### config.mk
export PLATFORM = sky130hd
export DESIGN_NAME = lsu_unit
export DESIGN_NICKNAME = d
export VERILOG_FILES = /design/src/rtl/lsu_unit_pkg.sv /design/src/rtl/lsu_load_ext.sv /design/src/rtl/lsu_unit.sv
export SDC_FILE = /design/constraint.sdc
export NUM_CORES = 1
export LEC_CHECK = 0
export BUFFER_PORTS_ARGS = -buffer_cell sky130_fd_sc_hd__buf_2
export CAP_MARGIN = 25
export CORE_MARGIN = 2
export CORE_UTILIZATION = 30
export CTS_CLUSTER_SIZE = 12
export DETAILED_ROUTE_END_ITERATION = 12
export PLACE_DENSITY_LB_ADDON = 0.25
export SLEW_MARGIN = 20
export SYNTH_ARGS = -nofsm -noshare
export SYNTH_HDL_FRONTEND = slang
export SYNTH_SLANG_ARGS = --single-unit
### constraint.sdc
create_clock -name clk -period 6 [get_ports clk]
set_input_delay 1.8 -clock clk [delete_from_list [all_inputs] [get_ports clk]]
set_output_delay 1.8 -clock clk [all_outputs]
set_load 0.02 [all_outputs]
### src/rtl/lsu_unit_pkg.sv
// Shared definitions for the load/store unit: access codes, FSM states and
// small helpers for decoding the access size.
package lsu_defs;

  localparam int XLEN = 32;

  // funct3 access codes; identical to the ram access encoding
  localparam logic [2:0] F3_B  = 3'b000;
  localparam logic [2:0] F3_H  = 3'b001;
  localparam logic [2:0] F3_W  = 3'b010;
  localparam logic [2:0] F3_BU = 3'b100;
  localparam logic [2:0] F3_HU = 3'b101;

  typedef enum logic [1:0] {
    S_IDLE   = 2'd0,
    S_ACCESS = 2'd1,
    S_WAIT   = 2'd2,
    S_RESP   = 2'd3
  } state_e;

  function automatic logic f3_legal(input logic [2:0] f3);
    return (f3 == F3_B) || (f3 == F3_H) || (f3 == F3_W) ||
           (f3 == F3_BU) || (f3 == F3_HU);
  endfunction

  // Halfwords need bit 0 clear, words need bits 1:0 clear
  function automatic logic is_misaligned(input logic [2:0] f3, input logic [1:0] a);
    logic mis;
    mis = 1'b0;
    case (f3[1:0])
      2'b01:   mis = a[0];
      2'b10:   mis = (a != 2'b00);
      default: mis = 1'b0;
    endcase
    return mis;
  endfunction

endpackage

### src/rtl/lsu_load_ext.sv
// Sign/zero extension of the assembled byte buffer for split loads.
module lsu_load_ext
  import lsu_defs::*;
(
  input  logic [XLEN-1:0] bytes_i,
  input  logic [2:0]      funct3_i,
  output logic [XLEN-1:0] data_o
);

  // Only halfword and word accesses are ever split, so B/BU never reach here
  always_comb begin
    data_o = bytes_i;
    case (funct3_i)
      F3_H:    data_o = {{16{bytes_i[15]}}, bytes_i[15:0]};
      F3_HU:   data_o = {16'b0, bytes_i[15:0]};
      default: data_o = bytes_i;
    endcase
  end

endmodule

### src/rtl/lsu_unit.sv
// Load/store unit: accepts one request, drives the data ram (splitting
// misaligned H/W accesses into byte accesses), assembles and extends load
// data, and returns a one-cycle response.
module lsu_unit
  import lsu_defs::*;
#(
  parameter int RD_LAT           = 1,
  parameter bit ALLOW_MISALIGNED = 1'b1
) (
  input  logic            clk,
  input  logic            rst,
  input  logic            req_valid,
  output logic            req_ready,
  input  logic            req_load,
  input  logic            req_store,
  input  logic [2:0]      req_funct3,
  input  logic [XLEN-1:0] req_base,
  input  logic [XLEN-1:0] req_offset,
  input  logic [XLEN-1:0] req_wdata,
  output logic            rsp_valid,
  output logic            rsp_err,
  output logic [XLEN-1:0] rsp_rdata,
  output logic            ram_load,
  output logic            ram_store,
  output logic [2:0]      ram_access,
  output logic [XLEN-1:0] ram_addr,
  output logic [XLEN-1:0] ram_wdata,
  input  logic [XLEN-1:0] ram_rdata
);

  state_e            state_q;
  logic [1:0]        k_q;
  logic [XLEN-1:0]   addr_q;
  logic [XLEN-1:0]   wdata_q;
  logic [XLEN-1:0]   lbuf_q;
  logic [2:0]        f3_q;
  logic              load_q;
  logic              split_q;

  logic              ram_load_q, ram_store_q;
  logic [2:0]        ram_access_q;
  logic [XLEN-1:0]   ram_addr_q, ram_wdata_q;
  logic              rsp_valid_q, rsp_err_q;
  logic [XLEN-1:0]   rsp_rdata_q;

  logic [XLEN-1:0]   addr_w;
  logic              mis_w;
  logic              acc_err_w;
  logic [1:0]        k_last_w;
  logic              last_w;
  logic [1:0]        k_nxt_w;
  logic [XLEN-1:0]   nxt_addr_w;
  logic [XLEN-1:0]   nxt_wdata_w;
  logic [XLEN-1:0]   lbuf_merged_w;
  logic [XLEN-1:0]   ext_data_w;
  logic [XLEN-1:0]   load_result_w;
  logic              go_wait_w;

  assign req_ready  = (state_q == S_IDLE);
  assign rsp_valid  = rsp_valid_q;
  assign rsp_err    = rsp_err_q;
  assign rsp_rdata  = rsp_rdata_q;
  assign ram_load   = ram_load_q;
  assign ram_store  = ram_store_q;
  assign ram_access = ram_access_q;
  assign ram_addr   = ram_addr_q;
  assign ram_wdata  = ram_wdata_q;

  // Effective address wraps mod 2^32; misalignment only matters for H/W
  assign addr_w    = req_base + req_offset;
  assign mis_w     = is_misaligned(req_funct3, addr_w[1:0]);
  assign acc_err_w = !f3_legal(req_funct3) || (req_load == req_store) ||
                     (mis_w && !ALLOW_MISALIGNED);

  // Byte sequencing for split accesses: halfwords end at k=1, words at k=3
  assign k_last_w    = (f3_q[1:0] == 2'b01) ? 2'd1 : 2'd3;
  assign last_w      = !split_q || (k_q == k_last_w);
  assign k_nxt_w     = k_q + 2'd1;
  assign nxt_addr_w  = addr_q + {30'b0, k_nxt_w};
  assign nxt_wdata_w = {24'b0, wdata_q[{k_nxt_w, 3'b000} +: 8]};

  // A load in ACCESS detours through WAIT when the ram has a registered read
  assign go_wait_w = (state_q == S_ACCESS) && load_q && (RD_LAT != 0);

  // Drop the byte returned this cycle into its little-endian slot
  always_comb begin
    lbuf_merged_w = lbuf_q;
    lbuf_merged_w[{k_q, 3'b000} +: 8] = ram_rdata[7:0];
  end

  lsu_load_ext u_ext (
    .bytes_i  (lbuf_merged_w),
    .funct3_i (f3_q),
    .data_o   (ext_data_w)
  );

  // Aligned loads already come back extended by the ram
  assign load_result_w = split_q ? ext_data_w : ram_rdata;

  // Request FSM with registered ram-side and response outputs
  always_ff @(posedge clk) begin
    if (!rst) begin
      state_q      <= S_IDLE;
      k_q          <= 2'd0;
      addr_q       <= '0;
      wdata_q      <= '0;
      lbuf_q       <= '0;
      f3_q         <= 3'b000;
      load_q       <= 1'b0;
      split_q      <= 1'b0;
      ram_load_q   <= 1'b0;
      ram_store_q  <= 1'b0;
      ram_access_q <= 3'b000;
      ram_addr_q   <= '0;
      ram_wdata_q  <= '0;
      rsp_valid_q  <= 1'b0;
      rsp_err_q    <= 1'b0;
      rsp_rdata_q  <= '0;
    end else begin
      ram_load_q  <= 1'b0;
      ram_store_q <= 1'b0;
      rsp_valid_q <= 1'b0;
      rsp_err_q   <= 1'b0;
      case (state_q)
        S_IDLE: begin
          if (req_valid) begin
            f3_q    <= req_funct3;
            load_q  <= req_load;
            wdata_q <= req_wdata;
            addr_q  <= addr_w;
            k_q     <= 2'd0;
            lbuf_q  <= '0;
            split_q <= mis_w;
            if (acc_err_w) begin
              state_q     <= S_RESP;
              rsp_valid_q <= 1'b1;
              rsp_err_q   <= 1'b1;
              rsp_rdata_q <= '0;
            end else begin
              state_q     <= S_ACCESS;
              ram_load_q  <= req_load;
              ram_store_q <= req_store;
              ram_addr_q  <= addr_w;
              if (mis_w) begin
                ram_access_q <= req_load ? F3_BU : F3_B;
                ram_wdata_q  <= {24'b0, req_wdata[7:0]};
              end else begin
                ram_access_q <= req_funct3;
                ram_wdata_q  <= req_wdata;
              end
            end
          end
        end
        S_ACCESS, S_WAIT: begin
          if (go_wait_w) begin
            state_q <= S_WAIT;
          end else begin
            if (load_q) begin
              lbuf_q <= lbuf_merged_w;
            end
            if (last_w) begin
              state_q     <= S_RESP;
              rsp_valid_q <= 1'b1;
              rsp_err_q   <= 1'b0;
              rsp_rdata_q <= load_q ? load_result_w : '0;
            end else begin
              state_q      <= S_ACCESS;
              k_q          <= k_nxt_w;
              ram_load_q   <= load_q;
              ram_store_q  <= !load_q;
              ram_access_q <= load_q ? F3_BU : F3_B;
              ram_addr_q   <= nxt_addr_w;
              ram_wdata_q  <= nxt_wdata_w;
            end
          end
        end
        S_RESP: begin
          state_q <= S_IDLE;
        end
        default: begin
          state_q <= S_IDLE;
        end
      endcase
    end
  end

endmodule

# Yosys cells after proc, flatten, opt, wreduce, memory -nomap -nowiden
# Index checks and enable logic that the tools add are counted.
[op_classes] addsub=4 eq_ne=21 shifts=3 mux=58 reduce_logical=21
[ops] cell="2-to-1 mux 32 bit" count=18
[ops] cell="one-hot mux 32 bit (2 select lines)" count=5
[ops] cell="adder 32 x 2 -> 32 bit" count=1
[ops] cell="adder 32 bit" count=1
[ops] cell="bitwise mux 32 bit" count=1
[ops] cell="variable shift 8 x 7 -> 32 bit (first input constant)" count=1
[ops] cell="variable part select 32 x 6 -> 8 bit" count=1
[ops] cell="variable part select 8 x 7 -> 32 bit" count=1
[ops] cell="2-to-1 mux 3 bit" count=7
[ops] cell="2-to-1 mux 2 bit" count=8
[ops] cell="2-to-1 mux 1 bit" count=12
[ops] cell="!= test 2 bit (second input constant)" count=6
[ops] cell="AND reduction 5 bit" count=2
[ops] cell="== test 3 bit (second input constant)" count=3
[ops] cell="one-hot mux 1 bit (2 select lines)" count=4
[ops] cell="AND reduction 4 bit" count=2
[ops] cell="negator 5 -> 7 bit" count=1
[ops] cell="== test 2 x 1 -> 1 bit (second input constant)" count=3
[ops] cell="== test 2 bit (second input constant)" count=3
[ops] cell="== test 3 x 1 -> 1 bit (second input constant)" count=2
[ops] cell="logical OR 1 bit" count=6
[ops] cell="one-hot mux 2 bit (3 select lines)" count=1
[ops] cell="one-hot mux 3 bit (2 select lines)" count=1
[ops] cell="one-hot mux 2 bit (2 select lines)" count=1
[ops] cell="other kinds (12)" count=16
[word_totals] reg_bits=208 input_bits=136 out_inout_bits=104 elab_cells=123

# Longest topological paths before layout
[logic_depth] ltp_word=10 depth_mapped=12 ltp_nobuf=11

# Hierarchy
# A second synthesis with hierarchy kept.
[unflattened] hier_cells=1496 hier_area_um2=11594.9
[by_module_without_submodules] module="lsu_unit" n_inst=1 cells_per_inst=1444 area_each_um2=11228.3
[by_module_without_submodules] module="lsu_load_ext" n_inst=1 cells_per_inst=52 area_each_um2=366.6

# Worst setup path after synthesis
# OpenSTA, ideal clock, no wires.
[synth_path] kind="in2reg" start="in req_base[0]" end="reg ram_addr_q[30] (netlist: ram_addr[30])" setup_time_ps=133 arrival_ps=3939 t_required_ps=5867 slack_ps=1928 stages=10 path_cell_list="ha_1 fa_1 a211oi_1 o21ai_1 o21ai_1 a21boi_1 o21ai_1 mux2i_1 a2111oi_0 o41ai_1"
[synth_between] elab_chain_len=4
[synth_lines] item="start: declaration" line_no="lsu_unit.sv:17" text="input logic [XLEN-1:0] req_base,"
[synth_lines] item="adder 32 bit" line_no="lsu_unit.sv:70" text="assign addr_w = req_base + req_offset;"
[synth_lines] item="2-to-1 mux 32 bit" line_no="lsu_unit.sv:134" text="if (acc_err_w) begin"
[synth_lines] item="2-to-1 mux 32 bit" line_no="lsu_unit.sv:126" text="if (req_valid) begin"
[synth_lines] item="one-hot mux 32 bit (2 select lines)" line_no="lsu_unit.sv:124" text="case (state_q)"
[synth_lines] item="end signal: assignment" line_no="lsu_unit.sv:143" text="ram_addr_q <= addr_w;"
[synth_lines] item="end signal: assignment" line_no="lsu_unit.sv:172" text="ram_addr_q <= nxt_addr_w;"
[synth_lines] item="end: declaration" line_no="lsu_unit.sv:42" text="logic [XLEN-1:0] ram_addr_q, ram_wdata_q;"
# Every way passes these cells. The select of a mux whose other input is x is not followed.
# A chain may end at the register's enable or synchronous reset.

# Worst setup path in the final report
# Ends and elaborated chain as after synthesis.

==> flow_results.org <==
** Run status
- Run status :: finished, final reports clean

** Worst setup path
- Required arrival time at the worst endpoint :: 6360 ps
- STA classifies the critical path startpoint as a primary input.
- Of all nets on the critical path, the largest fanout is 4.
- Type of the worst setup path :: in2reg
- Data arrives at the worst endpoint at between 4000 and 5000 ps.
- Kind of capture point of the worst setup path :: register
- Startpoint of the worst-slack reg-to-reg timing path :: k_q[0]$_SDFFE_PN0P_
- Startpoint of the most critical setup path :: req_base[0]

** Global routing
- Number of antenna violations at the first check in global routing :: 1
- Global Route Usage Sum :: 0.1803
- The first global-routing pass estimated about 57 mm of wire.
- Vias in the first global route :: 10.33k
- Entering global routing, the biggest net connects 84 pins.
- Global routing finished with a remaining overflow of 0.

** Power and ir drop
- Net switching component of the power :: 2568 uW
- Internal cell power :: between 3000 and 4000 uW
- Of the total power, the share spent switching nets is 0.4317.
- Summed over all cells, the static leakage comes to 0.005476 uW.
- Of the total power, combinational logic draws 0.432.
- Clock share of power :: 0.260
- Part of the power in registers :: 0.308
- P per Cell Area :: about 440 mW/mm^2
- Across the VDD grid, the largest voltage drop is 0.3232 mV.

** Floorplanning
- Die area :: just under 0.04 sq mm
- The core region is ~0.037 sq mm.
- In this run the vertical extent of the chip is 196.4 um.
- For this configuration, the core starts out at a cell density of 0.3040.
- Horizontal die dimension :: slightly below 200 um
- In this run the core area contains 70 standard-cell rows.
- IO Pins :: 240

** Synth
- Number of enable-type register cells in the synthesized netlist :: 0
- After synthesis, the most frequently instantiated cells are sky130_fd_sc_hd__nand2_1, sky130_fd_sc_hd__a21oi_1, sky130_fd_sc_hd__dfxtp_1.
- In this run the cell area of the synthesized design comes to between 0.01 and 0.015 sq mm.
- Synth warn :: 0
- Counting every net in the synthesized netlist gives around 1.6k.
- Synthesis handed over a netlist of 1413 instances.
- sky130_fd_sc_hd__dfxtp_1 takes more of the synthesized area than any other cell.
- The share of synthesized area in the top cell type comes to 0.3751.
- Share of the yosys chip area belonging to registers :: 0.3751
- A synthesized cell averages slightly below 8 sq um.
- Async SR Flop Fraction :: 0
- Among all cell types in the netlist, the one instantiated most often is sky130_fd_sc_hd__nand2_1.
- In this run, distinct cell masters in the synthesized netlist total 73.
- In the post-synthesis netlist, the biggest area contributors are sky130_fd_sc_hd__dfxtp_1, sky130_fd_sc_hd__a21oi_1, sky130_fd_sc_hd__nand2_1.
- Among all flip-flop cells after synthesis, the most frequent one is sky130_fd_sc_hd__dfxtp_1.
- In this run, synthesis produced a sequential element count of between 200 and 250.

** Cells and area
- The net count of the finished layout is 1781.
- Area Growth Syn to Fin :: 21.75%
- Count of filler cells inserted in the layout :: a little under 4k
- Number of standard cells in the layout, taps in and fillers out :: about 2.1k
- Finished Core Util :: 0.3701
- Fraction of layout instances using a drive strength above 1 :: 0.1999
- Diodes inserted :: 0

** Place
- Routability congestion estimate from global placement :: ~0.80
- # placed instances :: 2040
- Detailed placement ended at an HPWL of 25.60 mm.
- Count of buffers from port buffering :: roughly 240

** Clocking
- Clock tree synthesis inserted a total of 25 buffers.
- Once the clock tree was built, the resizer swapped 0 gates to a different size.
- CTS built an H-tree with a depth of 1.
- TritonCTS clock tree :: built
- The tree is rooted in a sky130_fd_sc_hd__clkbuf_16.
- In this run the deepest clock path goes through 3 buffers.
- Post-CTS setup buffer count :: 0
- Clock latency at the later pin of the worst-skew pair :: 520 ps
- Clock-pin slew was measured on the worst setup and hold paths at 60 ps.
- Total number of clock tree sinks :: around 210
- Post-cts hold buffer count :: 0

** Timing
- Maximum frequency from static timing analysis :: 0.2349 GHz
- Final min period :: 4257 ps
- Setup violations remaining at the end of the flow were counted as 0.
- RSZ-0062 raised after global routing :: no
- Final count of pins violating max slew :: 0
- The hold violation count in the final report came to 0.
- Dividing the final minimum period by the clock period gives 0.7094.
- The clock arrives with roughly 10 ps of skew.
- At the pin with the least slew margin, the transition time is between 900 and 1000 ps.
- Sum of negative setup slack :: 0 ps
- Measured against its own limit, the worst slew margin works out to 0.3290.

** Detailed routing
- For this run, design rule violations remaining after detail routing come to 0.
- Post-route antenna net violation count :: 0
- Routed via count divided by cell count :: 5.216
- Wire length after detailed routing :: roughly 36 mm
- Count of vias placed by the detailed router :: approximately 11k
- First DRT Iteration DRCs :: ~560
- WL per Instance :: roughly 17 um
- First-pass DRT Iterations :: 5

** Flow run
- The tool flagged a number of max-cap violations equal to 0.

** Hold path
- In this run the worst hold path is classified as reg2reg.
- Beginning of the worst hold path :: rsp_rdata[9]$_SDFFE_PN0P_
-- placed cells by master, fill, tap and decap left out, types with 5 or more instances in the layout --
cell                        netlist  routed
sky130_fd_sc_hd__a31oi_1          6       6
sky130_fd_sc_hd__inv_1           15      15
sky130_fd_sc_hd__clkbuf_16        0      25
sky130_fd_sc_hd__o2111ai_1       24      24
sky130_fd_sc_hd__dfxtp_1        208     208
sky130_fd_sc_hd__a21oi_1        210     210
sky130_fd_sc_hd__o21bai_1         5       5
sky130_fd_sc_hd__buf_2           15     239
sky130_fd_sc_hd__a21o_1          17      17
sky130_fd_sc_hd__nand4_1         11      11
sky130_fd_sc_hd__o21ai_1         15      15
sky130_fd_sc_hd__nand2_1        248     246
sky130_fd_sc_hd__a211oi_1        16      16
sky130_fd_sc_hd__nor2b_1         30      30
sky130_fd_sc_hd__nor3_1          20      20
sky130_fd_sc_hd__nand3_1         59      59
sky130_fd_sc_hd__nor2_1         125     124
sky130_fd_sc_hd__a22oi_1         27      27
sky130_fd_sc_hd__xnor2_1         28      28
sky130_fd_sc_hd__and3_1          16      16
sky130_fd_sc_hd__buf_4            2      11
sky130_fd_sc_hd__o211ai_1        15      15
sky130_fd_sc_hd__nand2b_1         5       5
sky130_fd_sc_hd__ha_1            44      43
sky130_fd_sc_hd__clkbuf_8         0       8
sky130_fd_sc_hd__xor2_1          29      29
sky130_fd_sc_hd__mux2i_1         17      17
sky130_fd_sc_hd__o21ai_0         40      40
sky130_fd_sc_hd__mux4_2           8       8
-- power by group through the flow --
stage                     Combinational, uW  Clock (uW)  Sequential (uW)
after global routing                   2850        1640             1870
after floorplan                        1610           0             2010
after global placement                 2550           0             1860
after detailed placement               2600           0             1860
after CTS                              2600        1590             1840
final                                  2570        1550             1830
-- metrics by stage --
stage | area [sq um] | worst slack (ps) | total power [uW] | hold WS [ps]
after floorplan | 11100 | 1928 | 3623 | 431.8
after global placement | 12620 | 1289 | 4412 | 434.4
after detailed placement | 12680 | 1165 | 4457 | 441.4
after CTS | 13520 | 1700 | 6023 | 450.2
after global routing | 13520 | 1466 | 6355 | 470.0
final | 13520 | 1743 | 5948 | 445.2
-- state kept, by name (all words and copies together) (netlist names), 3 cells and up --
signal,count
addr_q,32
f3_q,3
lbuf_q,32
ram_access,3
ram_addr,32
ram_wdata,32
rsp_rdata,32
wdata_q,32
-- layer usage --
| layer | GRT usage | part of all wire |
|---|---|---|
| met4 | 0.04349 | 0.023 |
| met5 | 0 | 0.00031 |
| met3 | 0.02806 | 0.045 |
| met2 | 0.2885 | 0.45 |
| met1 | 0.2541 | 0.48 |
-- worst max-delay path, stage by stage --
cell and delay, ps:
sky130_fd_sc_hd__buf_2 100, sky130_fd_sc_hd__ha_1 210, sky130_fd_sc_hd__fa_1 440, sky130_fd_sc_hd__a211oi_1 280, sky130_fd_sc_hd__o21ai_1 190, sky130_fd_sc_hd__o21ai_1 320
sky130_fd_sc_hd__a21boi_1 230, sky130_fd_sc_hd__o21ai_1 230, sky130_fd_sc_hd__mux2i_1 90, sky130_fd_sc_hd__a2111oi_0 560, sky130_fd_sc_hd__o41ai_1 140
-- cell families (layout without fill, tap and decap cells) --
kind of cell | count (synthesis) | in the layout | share of synthesized area
XOR/XNOR | 57 | 57 | 0.04497
buffers and inverters | 112 | 315 | 0.04023
multiplexers | 26 | 26 | 0.03257
flip-flops | 208 | 208 | 0.3751
AND/OR/NAND/NOR | 534 | 534 | 0.2099
AO/OA/AOI/OAI | 430 | 430 | 0.2441
adder cells (fa/ha/maj) | 46 | 46 | 0.05320
-- final cells by class --
class | count | area (sq um) | share of cell area
timing repair buffer | 253 | 1333 | 0.09858
sequential | 208 | 4164 | 0.3081
multi-input combinational | 1093 | 6524 | 0.4826
clock buffer | 37 | 750.7 | 0.05554
inverter | 18 | 72.57 | 0.005369
clock inverter | 7 | 87.58 | 0.006480
tap | 468 | 585.6 | 0.04332
-- final timing paths --
path | to | slack [ps] | depth (start not counted)
worst max-delay path | ram_addr[30]$_SDFFE_PN0P_ | 1740 | 11
worst max register to register | ram_addr[30]$_SDFFE_PN0P_ | 2200 | 11
worst min register to register | rsp_rdata[9]$_SDFFE_PN0P_ | 450 | 2
worst min-delay path | rsp_rdata[9]$_SDFFE_PN0P_ | 450 | 2
No activity file was read; power rests on OpenSTA's default activity.
